<file path="config.mk">
export PLATFORM = sky130hd
export DESIGN_NAME = jt10_adpcmb_interp
export DESIGN_NICKNAME = d
export VERILOG_FILES = /design/src/rtl/jt10_adpcmb_interp_pkg.sv /design/src/rtl/jt10_adpcm_div.sv /design/src/rtl/jt10_adpcmb_interp.sv
export SDC_FILE = /design/constraint.sdc
export NUM_CORES = 1
export LEC_CHECK = 0
export ABC_AREA = 1
export BUFFER_PORTS_ARGS = -buffer_cell sky130_fd_sc_hd__buf_2
export CORE_ASPECT_RATIO = 0.7
export CORE_MARGIN = 10
export CORE_UTILIZATION = 63
export DETAILED_ROUTE_END_ITERATION = 10
export HOLD_SLACK_MARGIN = 0.02
export PLACE_DENSITY_LB_ADDON = 0.05
export SLEW_MARGIN = 40
export SYNTH_ARGS = -nofsm -noshare
export SYNTH_HDL_FRONTEND = slang
export SYNTH_SLANG_ARGS = --single-unit
</file>
<file path="constraint.sdc">
create_clock -name clk -period 9.18 [get_ports clk]
set_input_delay 0.918 -clock clk [delete_from_list [all_inputs] [get_ports clk]]
set_output_delay 0.918 -clock clk [all_outputs]
set_load 0.01 [all_outputs]
</file>
<file path="src/rtl/jt10_adpcmb_interp_pkg.sv">
// Shared constants and FSM encoding for the ADPCM-B output interpolator.
// Defaults give Q.7 slopes and a divider wide enough for a full-scale delta.
package jt10_adpcmb_interp_pkg;

  localparam int FRAC_DEF = 7;
  localparam int DIVW_DEF = 24;
  localparam int CW_DEF   = 16;

  typedef enum logic [1:0] {
    IDLE = 2'd0,
    LOAD = 2'd1,
    WAIT = 2'd2,
    RUN  = 2'd3
  } state_t;

endpackage

</file>
<file path="src/rtl/jt10_adpcm_div.sv">
// Restoring serial divider: one quotient bit per cen, DIVW cens per division.
// A start strobe while working abandons the current division and reloads.
module jt10_adpcm_div
  import jt10_adpcmb_interp_pkg::*;
#(
  parameter int DIVW = DIVW_DEF
) (
  input  logic            clk,
  input  logic            rst_n,
  input  logic            cen,
  input  logic            start,
  input  logic [DIVW-1:0] a,
  input  logic [DIVW-1:0] b,
  output logic [DIVW-1:0] d,
  output logic            working
);

  localparam int NW = $clog2(DIVW + 1);

  logic [DIVW-1:0] b_r;
  logic [DIVW:0]   rem;
  logic [DIVW:0]   rem_shift;
  logic [DIVW:0]   diff;
  logic [NW-1:0]   left;

  // The dividend shifts out of d while quotient bits shift in from the bottom.
  always_comb begin
    rem_shift = {rem[DIVW-1:0], d[DIVW-1]};
    diff      = rem_shift - {1'b0, b_r};
  end

  // NOTE: sequential state uses non-blocking assignments so every register
  // samples pre-edge values, independent of process ordering.
  always_ff @(posedge clk or negedge rst_n) begin
    if (!rst_n) begin
      d       <= '0;
      b_r     <= '0;
      rem     <= '0;
      left    <= '0;
      working <= 1'b0;
    end else if (cen) begin
      if (start) begin
        d       <= a;
        b_r     <= b;
        rem     <= '0;
        left    <= NW'(DIVW);
        working <= 1'b1;
      end else if (working) begin
        if (!diff[DIVW]) begin
          rem <= diff;
          d   <= {d[DIVW-2:0], 1'b1};
        end else begin
          rem <= rem_shift;
          d   <= {d[DIVW-2:0], 1'b0};
        end
        left    <= left - 1'b1;
        working <= (left != NW'(1));
      end
    end
  end

endmodule

</file>
<file path="src/rtl/jt10_adpcmb_interp.sv">
// Linear interpolator between the ADPCM-B decoder and the mixer: measures the
// input sample period in output ticks and ramps toward each new sample.
module jt10_adpcmb_interp
  import jt10_adpcmb_interp_pkg::*;
#(
  parameter int FRAC = FRAC_DEF,
  parameter int DIVW = DIVW_DEF,
  parameter int CW   = CW_DEF
) (
  input  logic        clk,
  input  logic        rst_n,
  input  logic        cen,
  input  logic        cen_out,
  input  logic        adv,
  input  logic [15:0] pcmdec,
  output logic [15:0] pcmout,
  output logic        busy
);

  localparam int AW = 16 + FRAC + 2;

  state_t state, state_nx;

  logic signed [AW-1:0] acc, step, step_mag, target, sum;
  logic signed [15:0]   x0, x1;
  logic signed [16:0]   delta;
  logic [16:0]          mag;
  logic [CW-1:0]        cnt, period;
  logic [DIVW-1:0]      num, den, quot;
  logic                 div_start, div_working, delta_neg, wait_first, tick;
  logic                 step_ready;

  assign tick = cen & cen_out;

  // Period in output ticks; an adv sharing a cycle with a tick counts that tick.
  always_ff @(posedge clk or negedge rst_n) begin
    if (!rst_n) begin
      cnt    <= '0;
      period <= CW'(1);
    end else if (cen && adv) begin
      period <= (cnt == '0) ? CW'(1) : cnt;
      cnt    <= tick ? CW'(1) : '0;
    end else if (tick && cnt != '1) begin
      cnt <= cnt + 1'b1;
    end
  end

  always_comb begin
    delta    = {x1[15], x1} - {x0[15], x0};
    mag      = delta[16] ? $unsigned(-delta) : $unsigned(delta);
    num      = {{(DIVW-17){1'b0}}, mag} << FRAC;
    den      = {{(DIVW-CW){1'b0}}, period};
    target   = {{2{x1[15]}}, x1, {FRAC{1'b0}}};
    sum      = acc + step;
    step_mag = AW'(quot);
  end

  // The divider's working flag is trusted only from the second cen after start.
  assign step_ready = !wait_first && !div_working;

  always_ff @(posedge clk or negedge rst_n) begin
    if (!rst_n) state <= IDLE;
    else        state <= state_nx;
  end

  // NOTE: every output of this block gets a default before any branch, so no
  // path leaves a variable unassigned and no latch is inferred.
  always_comb begin
    state_nx  = state;
    div_start = (state == LOAD);
    busy      = (state == WAIT);
    if (cen) begin
      if (adv) begin
        state_nx = LOAD;
      end else begin
        case (state)
          LOAD:    state_nx = WAIT;
          WAIT:    if (step_ready) state_nx = RUN;
          default: ;
        endcase
      end
    end
  end

  // A new sample always snaps to the previous target, so a ramp never carries
  // a stale slope across samples.
  always_ff @(posedge clk or negedge rst_n) begin
    if (!rst_n) begin
      acc        <= '0;
      x0         <= '0;
      x1         <= '0;
      step       <= '0;
      delta_neg  <= 1'b0;
      wait_first <= 1'b0;
    end else if (cen) begin
      if (adv) begin
        acc <= target;
        x0  <= x1;
        x1  <= $signed(pcmdec);
      end else begin
        case (state)
          LOAD: begin
            delta_neg  <= delta[16];
            wait_first <= 1'b1;
          end
          WAIT: begin
            wait_first <= 1'b0;
            if (step_ready) step <= delta_neg ? -step_mag : step_mag;
          end
          RUN: begin
            if (cen_out && step != '0) begin
              if ((!step[AW-1] && sum > target) || (step[AW-1] && sum < target))
                acc <= target;
              else
                acc <= sum;
            end
          end
          default: ;
        endcase
      end
    end
  end

  always_ff @(posedge clk or negedge rst_n) begin
    if (!rst_n) pcmout <= '0;
    else        pcmout <= acc[FRAC+15:FRAC];
  end

  jt10_adpcm_div #(.DIVW(DIVW)) u_div (
    .clk     (clk),
    .rst_n   (rst_n),
    .cen     (cen),
    .start   (div_start),
    .a       (num),
    .b       (den),
    .d       (quot),
    .working (div_working)
  );

endmodule

</file>
==> impl_metrics.yaml, run 1 <==
outcome:
  outcome: "completed"
worst_hold_path:
  hp-class: "in -> async"
timing:
  holdWs_ns: 0.391
  min_period_over_period_pct: 51.7
  clock_skew_ns: 0.0281
  setup_viol: 0
  post-route-min-period_ns: 4.74
  hold_viol: 0
  fmaxAchievable_mhz: 211
  relSlewSlack_pct: 48.4
  slew_viol_final: 0
  grt_setup_unrepaired: "false"
  tns_ns: 0
  tightest_slew_ns: 0.770
  setup_slack_ns: 4.44
drt:
  ant_nets: 0
  wl_met1_mm: 18.7
  drc: 0
  dr.pass1.iters: 5
  dr_wl_met2_mm: 14.4
  drtIter0Drc: 1309
  totalWireLength_mm: 37.6
  highest_layer: "met5"
  vias: 12579
  wire_per_inst_um: 17.1
  wl_met3_mm: 3.80
  via_per_inst: 5.72
logic_synthesis:
  synth_seq_cells: 204
  syn_inst: 1886
  netlist_area_um2: 13600
  synth_ff_type: "dfrtp_1"
  syn_nets: 1993
  yosys_warnings: 0
  synth_seq_area_share_pct: 37.7
  async_reset_ff_share_pct: 100
  synth_edf_count: 0
  synth_cell_types: 51
  avgSynthCellArea_um2: 7.19
clock_tree:
  clock-root-buffer: "clkbuf_16"
  cts_resized: 0
  cts.sinks: 204
  cts_buffers: 22
  clockBufferDepth: 3
  post-cts-setup-buffers: 0
  cts_tree: "yes"
  hold_buffers: 0
  clk_latency_ns: 0.52
  h-tree-depth: 1
  clk_pin_slew_ns: 0.06
grt:
  grt_pass1_vias: 11550
  grt_usage_pct: 26.3
  grt_pass1_wl_mm: 60.6
  grt_overflow_total: 0
  antenna_found_initial: 2
  grt_max_degree: 77
finish:
  nets: 2015
  layout-drive-gt1-share_pct: 6.19
  synthToLayoutAreaGrowth_pct: 8.22
  antenna_cells: 0
power:
  power_mw: 5.25
  vdd_drop_max_v: 0.000174
  leakagePower_nw: 7.65
  p_per_area_nw_per_um2: 358
placed_design:
  dpl.hpwl_mm: 28.6
  io_buffers: 37
  place_ws_ns: 4.61
  finalWeightedCongestion: 1.05
die:
  die_h_um: 143
  core_um2: 20900
  row_count: 44
  ios: 38
  dieArea_um2: 27900
  die_x_um: 195
  start_util_pct: 64.8
critical_path:
  cp_max_fo: 23
  start_kind: "register"
  required_ns: 9.54
  end_kind: "register"
  crit_type: "reg -> reg"
  cp_data_arrival_time_ns: 5.10
flow_run:
  drv_cap: 0
==> layout by cell type (no fill, tap or decap), types with 10 or more instances in the layout <==
cell type    n
nor3_1      24
nand3_1    143
clkbuf_16   22
o21ai_0    128
o211ai_1    17
dfrtp_1    203
inv_1      239
xor2_1      37
nor2_1     138
nand2_1    574
o21bai_1    14
o21ai_1     10
buf_2       36
nor4_1      12
xnor2_1     15
o22ai_1     17
nand4_1     21
ha_1        83
a21oi_1     72
==> metal layers <==
layer | GRT usage (%) | vias up
met1 | 40.8 | 5882
met4 | 4.81 | 4
met5 | 0 | -
met3 | 6.81 | 56
li1 | - | 6158
met2 | 35.7 | 479
==> synth_stat cells, types with 4 or more instances <==
cell type | instances | area (µm²)
dfrtp_1 | 203 | 5080
or2_2 | 6 | 37.5
inv_1 | 242 | 908
o22ai_1 | 17 | 106
xnor2_1 | 15 | 131
a21oi_1 | 72 | 360
o31ai_1 | 6 | 45.0
o21a_1 | 5 | 37.5
o21ai_1 | 10 | 50.1
buf_2 | 8 | 40.0
nor3_1 | 24 | 120
nand2_2 | 7 | 43.8
xor2_1 | 37 | 324
o21bai_1 | 14 | 105
nor2_1 | 139 | 522
o21ai_0 | 128 | 641
nand2_1 | 576 | 2160
nand3b_1 | 9 | 67.6
nor4_1 | 12 | 75.1
nand3_2 | 4 | 40.0
a21boi_1 | 4 | 30.0
clkbuf_1 | 28 | 105
inv_2 | 4 | 15.0
nand4_1 | 21 | 131
nor2_2 | 4 | 25.0
a21o_1 | 4 | 30.0
buf_6 | 7 | 78.8
nand3_1 | 143 | 716
o211ai_1 | 17 | 128
ha_1 | 83 | 1040
==> area by class of cell <==
class	instances	area, µm²
flip-flops and latches	204	5110
repair buffers	43	246
clock inverters	8	133
well taps	276	345
clock buffers	31	614
inverters	249	935
fillers	1754	6250
multi-input cells	1388	7290
==> worst paths after layout <==
check,start,to,slack [ns],depth (start not counted)
setup reg to reg,step[0]$_DFFE_PN0P_,acc[1]$_DFFE_PN0P_,4.44,25
max in group asynchronous,rst_n,u_div.working$_DFFE_PN0P_,7.12,3
hold / removal,rst_n,pcmout[2]$_DFF_PN0_,0.39,1
setup / recovery,step[0]$_DFFE_PN0P_,acc[1]$_DFFE_PN0P_,4.44,25
hold reg to reg,acc[9]$_DFFE_PN0P_,pcmout[2]$_DFF_PN0_,0.42,0
min in group clk,acc[9]$_DFFE_PN0P_,pcmout[2]$_DFF_PN0_,0.42,0
==> registers in the layout, indices dropped and copies added (netlist names), 2 cells and up <==
register    flops
period         16
x0             16
pcmout         16
state           2
u_div.d        24
u_div.rem      24
u_div.left      5
acc            25
x1             16
step           25
u_div.b_r      16
cnt            16
==> worst max-delay path, cell delays in order, from the launching register on <==
cell	delay (ns)
dfrtp_1	0.37
ha_1	0.21
inv_1	0.07
fa_1	0.40
nand3b_1	0.17
nand2_1	0.13
nand2_1	0.07
nand2_1	0.10
nand2_1	0.06
nand2_1	0.18
a21boi_0	0.14
xor2_1	0.26
inv_1	0.08
ha_1	0.29
nand2_1	0.07
nand2_1	0.04
nand2_1	0.05
nand2_1	0.05
a21oi_1	0.23
nand4_1	0.18
nand2_1	0.12
nand3_2	0.30
nand2_2	0.53
inv_1	0.27
nand2_1	0.14
o21ai_0	0.09
==> power by group <==
part / internal [mW] / switching, mW / total [mW]
logic: 0.992 / 1.94 / 2.93
registers: 1.15 / 0.245 / 1.40
clock network: 0.553 / 0.372 / 0.925
==> logic make-up after synthesis <==
logic type	share of synthesized area, %
fa+ha+maj	8.10
flops	37.7
buf+inv	8.60
compound gates	12.6
simple gates	29.5
xor+xnor	3.48
==> metrics by stage <==
stage               utilization (%)  cells  instance area (µm²)
global placement               66.5   2160                13900
CTS                            70.1   2199                14700
finish                         70.1   2199                14700
detailed placement             66.6   2160                13900
floorplan                         -   1886                13600
global route                   70.1   2199                14700
No activity file was read; power rests on OpenSTA's default activity.
==> run 2, diff against run 1 <==
- clock period: 9.18 -> 4.8 ns (I/O delays scaled with it)
==> run 2 against run 1 <==
  * Clock skew shrank 0.021 ns
  * Total power grew 91%
  * Register-to-register slack lost 3.9 ns
  * Sequential power grew 89%
  * Count of clock-buffer cells in the layout is the same
  * Largest cell class unchanged
  * Worst setup slack lost 3.9 ns
  * Clock power grew 92%
  * Sequential share of layout area shrank 0.14 points
  * Global-route usage grew 0.46 points
  * Highest routed layer is now met4
==> impl_metrics.yaml, run 2 (synthesis results as in run 1) <==
clock_tree:
  cts_tree: "yes"
  cts.sinks: 204
  clk_latency_ns: 0.51
  cts_buffers: 22
  clockBufferDepth: 3
  h-tree-depth: 1
  clock-root-buffer: "clkbuf_16"
  clk_pin_slew_ns: 0.06
drt:
  drtIter0Drc: 1425
  drc: 0
  dr.pass1.iters: 7
  vias: 12714
  ant_nets: 0
  wire_per_inst_um: 17.2
  via_per_inst: 5.77
  totalWireLength_mm: 38.0
critical_path:
  required_ns: 5.24
  cp_data_arrival_time_ns: 4.75
  end_kind: "register"
  crit_family: "simple AND/OR/NAND/NOR gates"
  crit_buf_inv: 3
  cp_max_fo: 23
  rrSetupSlack_ns: 0.49
  cpMaxStageDelayCell: "fa_1"
  cp_slowest_stage_delay_ns: 0.41
  start_kind: "register"
  crit_path_frequent_cell: "nand2_1"
  crit_type: "reg -> reg"
timing:
  holdWs_ns: 0.177
  min_period_over_period_pct: 89.8
  post-route-min-period_ns: 4.31
  grt_setup_unrepaired: "false"
  setup_viol: 0
  clock_skew_ns: 0.00753
  slew_viol_final: 0
  tns_ns: 0
  fmaxAchievable_mhz: 232
  hold_viol: 0
  relSlewSlack_pct: 53.2
  tightest_slew_ns: 0.701
flow_run:
  drv_cap: 0
grt:
  grt_pass1_vias: 11532
  grt_usage_pct: 26.8
  grt_pass1_wl_mm: 61.2
  grt_max_degree: 119
  antenna_found_initial: 0
  grt_overflow_total: 0
outcome:
  outcome: "completed"
placed_design:
  io_buffers: 37
  finalWeightedCongestion: 1.00
  dpl.hpwl_mm: 29.0
die:
  dieArea_um2: 27900
  row_count: 44
  core_um2: 20900
  start_util_pct: 64.8
  die_h_um: 143
  ios: 38
  die_x_um: 195
power:
  p_per_area_nw_per_um2: 683
  vdd_drop_max_v: 0.000307
  leakagePower_nw: 7.69
finish:
  synthToLayoutAreaGrowth_pct: 8.65
  antenna_cells: 0
  nets: 2022
  mostFrequentLayoutCell: "nand2_1"
  largest_registers: "acc x25, step x25"
  final_cell_mix: "nand2_1 (575), inv_1 (241), dfrtp_1 (203)"
  layout-drive-gt1-share_pct: 6.28
worst_hold_path:
  hp-class: "in -> reg"
## run 2: changes by cell type in the layout (fill, tap and decap cells not counted), sizes merged
cell         delta
buf             +6
dlygate4sd3     +1
clkinv          -1
inv             -1
## run 2: stage by stage
step           setup WS [ns]  utilization [%]  cell area (µm²)  power, mW  instances
2_1_floorplan           1.43                -            13600       6.71       1886
3_3_place_gp           0.588             66.7            14000       7.99       2166
3_5_place_dp           0.450             66.8            14000       8.11       2166
4_1_cts                0.438             70.4            14700       9.93       2204
5_1_grt                0.151             70.4            14700       10.9       2204
6_report               0.492             70.4            14700       10.1       2204
## run 2: repair_timing
action                     4_1_cts  5_1_grt
buffers inserted                 0        0
hold buffers                     1        0
gates resized for setup          0        1
setup endpoints to repair        0        6
hold endpoints to repair       116        0
## run 2: cell type report
type	instances	area, µm²
flip-flops and latches	204	5110
multi-input cells	1388	7300
fillers	1741	6190
clock inverters	6	108
repair buffers	50	305
clock buffers	31	636
inverters	249	935
well taps	276	345
## run 2: path summary, 6_finish.rpt
kind,from,to,cells past startpoint
hold reg to reg,acc[16]$_DFFE_PN0P_,pcmout[9]$_DFF_PN0_,0
setup / recovery,step[0]$_DFFE_PN0P_,acc[7]$_DFFE_PN0P_,27
min in group asynchronous,rst_n,acc[10]$_DFFE_PN0P_,2
setup reg to reg,step[0]$_DFFE_PN0P_,acc[7]$_DFFE_PN0P_,27
hold / removal,pcmdec[8],x1[8]$_DFFE_PN0P_,3
max in group asynchronous,rst_n,cnt[15]$_DFFE_PN0P_,3
## run 2: layer usage
metal | track usage (%) | wire, µm
met1 | 42.0 | 18300
met2 | 36.0 | 14700
met3 | 6.41 | 4340
met5 | 0 | 0
met4 | 5.21 | 644
## run 2: where the power goes
part | switching, mW | total (mW) | leakage (nW) | internal, mW
sequential | 0.449 | 2.65 | 2.64 | 2.20
clock | 0.703 | 1.78 | 0.361 | 1.08
combinational | 3.70 | 5.62 | 4.69 | 1.92
## run 2: worst min-delay path: stages
cell	delay [ns]
buf_2	0.07
nand2_1	0.04
o21ai_0	0.05
==> run 3, diff against run 2 <==
- SETUP_SLACK_MARGIN: not set -> 0.5
==> run 3 against run 2 <==
  * Combinational power rose by 3%
  * Clock power barely moved
  * Total power rose by 1.6%
  * Via count rose by 0.61%
  * Largest power group unchanged
==> impl_metrics.yaml, run 3 (synthesis results as in run 1) <==
outcome:
  outcome: "completed"
timing:
  post-route-min-period_ns: 4.08
  hold_viol: 0
  fmaxAchievable_mhz: 245
  grt_setup_unrepaired: "false"
  tns_ns: 0
  clock_skew_ns: 0.00802
  setup_viol: 0
  min_period_over_period_pct: 85.0
  relSlewSlack_pct: 53.3
  slew_viol_final: 0
  tightest_slew_ns: 0.700
drt:
  totalWireLength_mm: 38.3
  drtIter0Drc: 1459
  dr.pass1.iters: 7
  vias: 12792
  via_per_inst: 5.79
  ant_nets: 0
  wire_per_inst_um: 17.3
  drc: 0
flow_run:
  drv_cap: 0
critical_path:
  reg2reg_to: "acc[14]$_DFFE_PN0P_"
  crit_type: "reg -> reg"
  cp_max_fo: 15
  end_kind: "register"
  rrSetupSlack_ns: 0.72
  start_kind: "register"
  cp_data_arrival_time_ns: 4.47
  reg2reg_from: "step[0]$_DFFE_PN0P_"
  required_ns: 5.19
  r2r_cells: 25
placed_design:
  finalWeightedCongestion: 1.00
  dpl.hpwl_mm: 29.0
  placed_area_um2: 14000
  io_buffers: 37
clock_tree:
  clk_pin_slew_ns: 0.06
  cts.sinks: 204
  clk_latency_ns: 0.51
  cts_tree: "yes"
  clock-root-buffer: "clkbuf_16"
  cts_buffers: 22
  h-tree-depth: 1
  clockBufferDepth: 3
worst_hold_path:
  whs_endpoint: "x1[8]$_DFFE_PN0P_"
  holdPathStages: 3
  hp-class: "in -> reg"
  worstHoldStart: "pcmdec[8]"
finish:
  mostFrequentLayoutCell: "nand2_1"
  synthToLayoutAreaGrowth_pct: 9.26
  largest_registers: "acc x25, step x25"
  antenna_cells: 0
  design_area_um2: 14800
  nets: 2029
  layout-drive-gt1-share_pct: 6.67
  num-fill-cells: 1738
  final_cell_mix: "nand2_1 (575), inv_1 (241), dfrtp_1 (203)"
grt:
  grt_pass1_wl_mm: 61.2
  grt_pass1_vias: 11532
  grt_max_degree: 119
  grt_overflow_total: 0
  antenna_found_initial: 0
  grt_usage_pct: 26.8
die:
  core_um2: 20900
  die_x_um: 195
  row_count: 44
  dieArea_um2: 27900
  ios: 38
  start_util_pct: 64.8
  die_h_um: 143
power:
  leakagePower_nw: 7.72
  vdd_drop_max_v: 0.000307
  p_per_area_nw_per_um2: 690
==> run 3: power by group <==
group / switching (mW) / total (mW) / internal (mW) / leakage (nW)
logic: 3.78 / 5.79 / 2.00 / 4.72
clock network: 0.703 / 1.78 / 1.08 / 0.361
registers: 0.450 / 2.65 / 2.20 / 2.64
==> run 3: final cells by class <==
class                   instances  area (µm²)  share of cell area (%)
clock buffers                  31         636                    4.29
repair buffers                 56         354                    2.39
inverters                     249         940                    6.34
well taps                     276         345                    2.33
flip-flops and latches        204        5110                    34.5
clock inverters                 6         108                   0.726
multi-input cells            1389        7330                    49.5
==> run 3: worst max-delay path by stage <==
| stage | start | end | depth (start not counted) |
|---|---|---|---|
| final | step[0]$_DFFE_PN0P_ | acc[14]$_DFFE_PN0P_ | 25 |
| after global routing | step[0]$_DFFE_PN0P_ | acc[14]$_DFFE_PN0P_ | 25 |
| after detailed placement | step[0]$_DFFE_PN0P_ | acc[7]$_DFFE_PN0P_ | 27 |
| after global placement | step[0]$_DFFE_PN0P_ | acc[7]$_DFFE_PN0P_ | 27 |
| after floorplan | step[0]$_DFFE_PN0P_ | acc[13]$_DFFE_PN0P_ | 27 |
| after CTS | step[0]$_DFFE_PN0P_ | acc[11]$_DFFE_PN0P_ | 28 |
==> run 3: critical path, cell delays in order, from the launching register on <==
cell and delay (ns):
dfrtp_1 0.38, ha_2 0.22, inv_1 0.06, fa_1 0.40, nand3b_1 0.17, nand2_1 0.13
nand2_1 0.08, nand2_1 0.18, nand2_1 0.10, a21oi_1 0.18, o21ai_0 0.10, nand2_1 0.09
inv_1 0.05, ha_1 0.28, nand2_1 0.07, nor2_1 0.15, nand2_1 0.07, nor2_1 0.18
nand3_1 0.10, nor2_1 0.09, nand3_1 0.16, nand3_4 0.18, buf_6 0.19, nand3_1 0.17
nand3_1 0.12, nand2_1 0.06
==> run 3: through the flow <==
stage	setup WS, ns	instances	hold WS (ns)	utilization, %	total power [mW]
after detailed placement	0.450	2166	0.393	66.8	8.11
after global placement	0.588	2166	0.396	66.7	7.99
after CTS	0.603	2204	0.162	70.4	9.94
final	0.721	2211	0.176	70.8	10.2
after floorplan	1.43	1886	0.184	-	6.71
after global routing	0.491	2211	0.189	70.8	11.0
==> run 3: timing repair <==
action | CTS | global route
resized for setup | 1 | 8
pin swaps | 0 | 3
hold buffers | 1 | 0
buffers inserted | 0 | 6
hold endpoints to repair | 116 | 0
setup endpoints to repair | 7 | 25
cloned | 0 | 1
==> run 3: metal layers <==
layer	track usage [%]	share of wire (%)	vias up
li1	-	-	6205
met4	5.21	1.8	0
met5	0	0	-
met1	42.0	48	5948
met2	36.0	39	575
met3	6.41	11	64
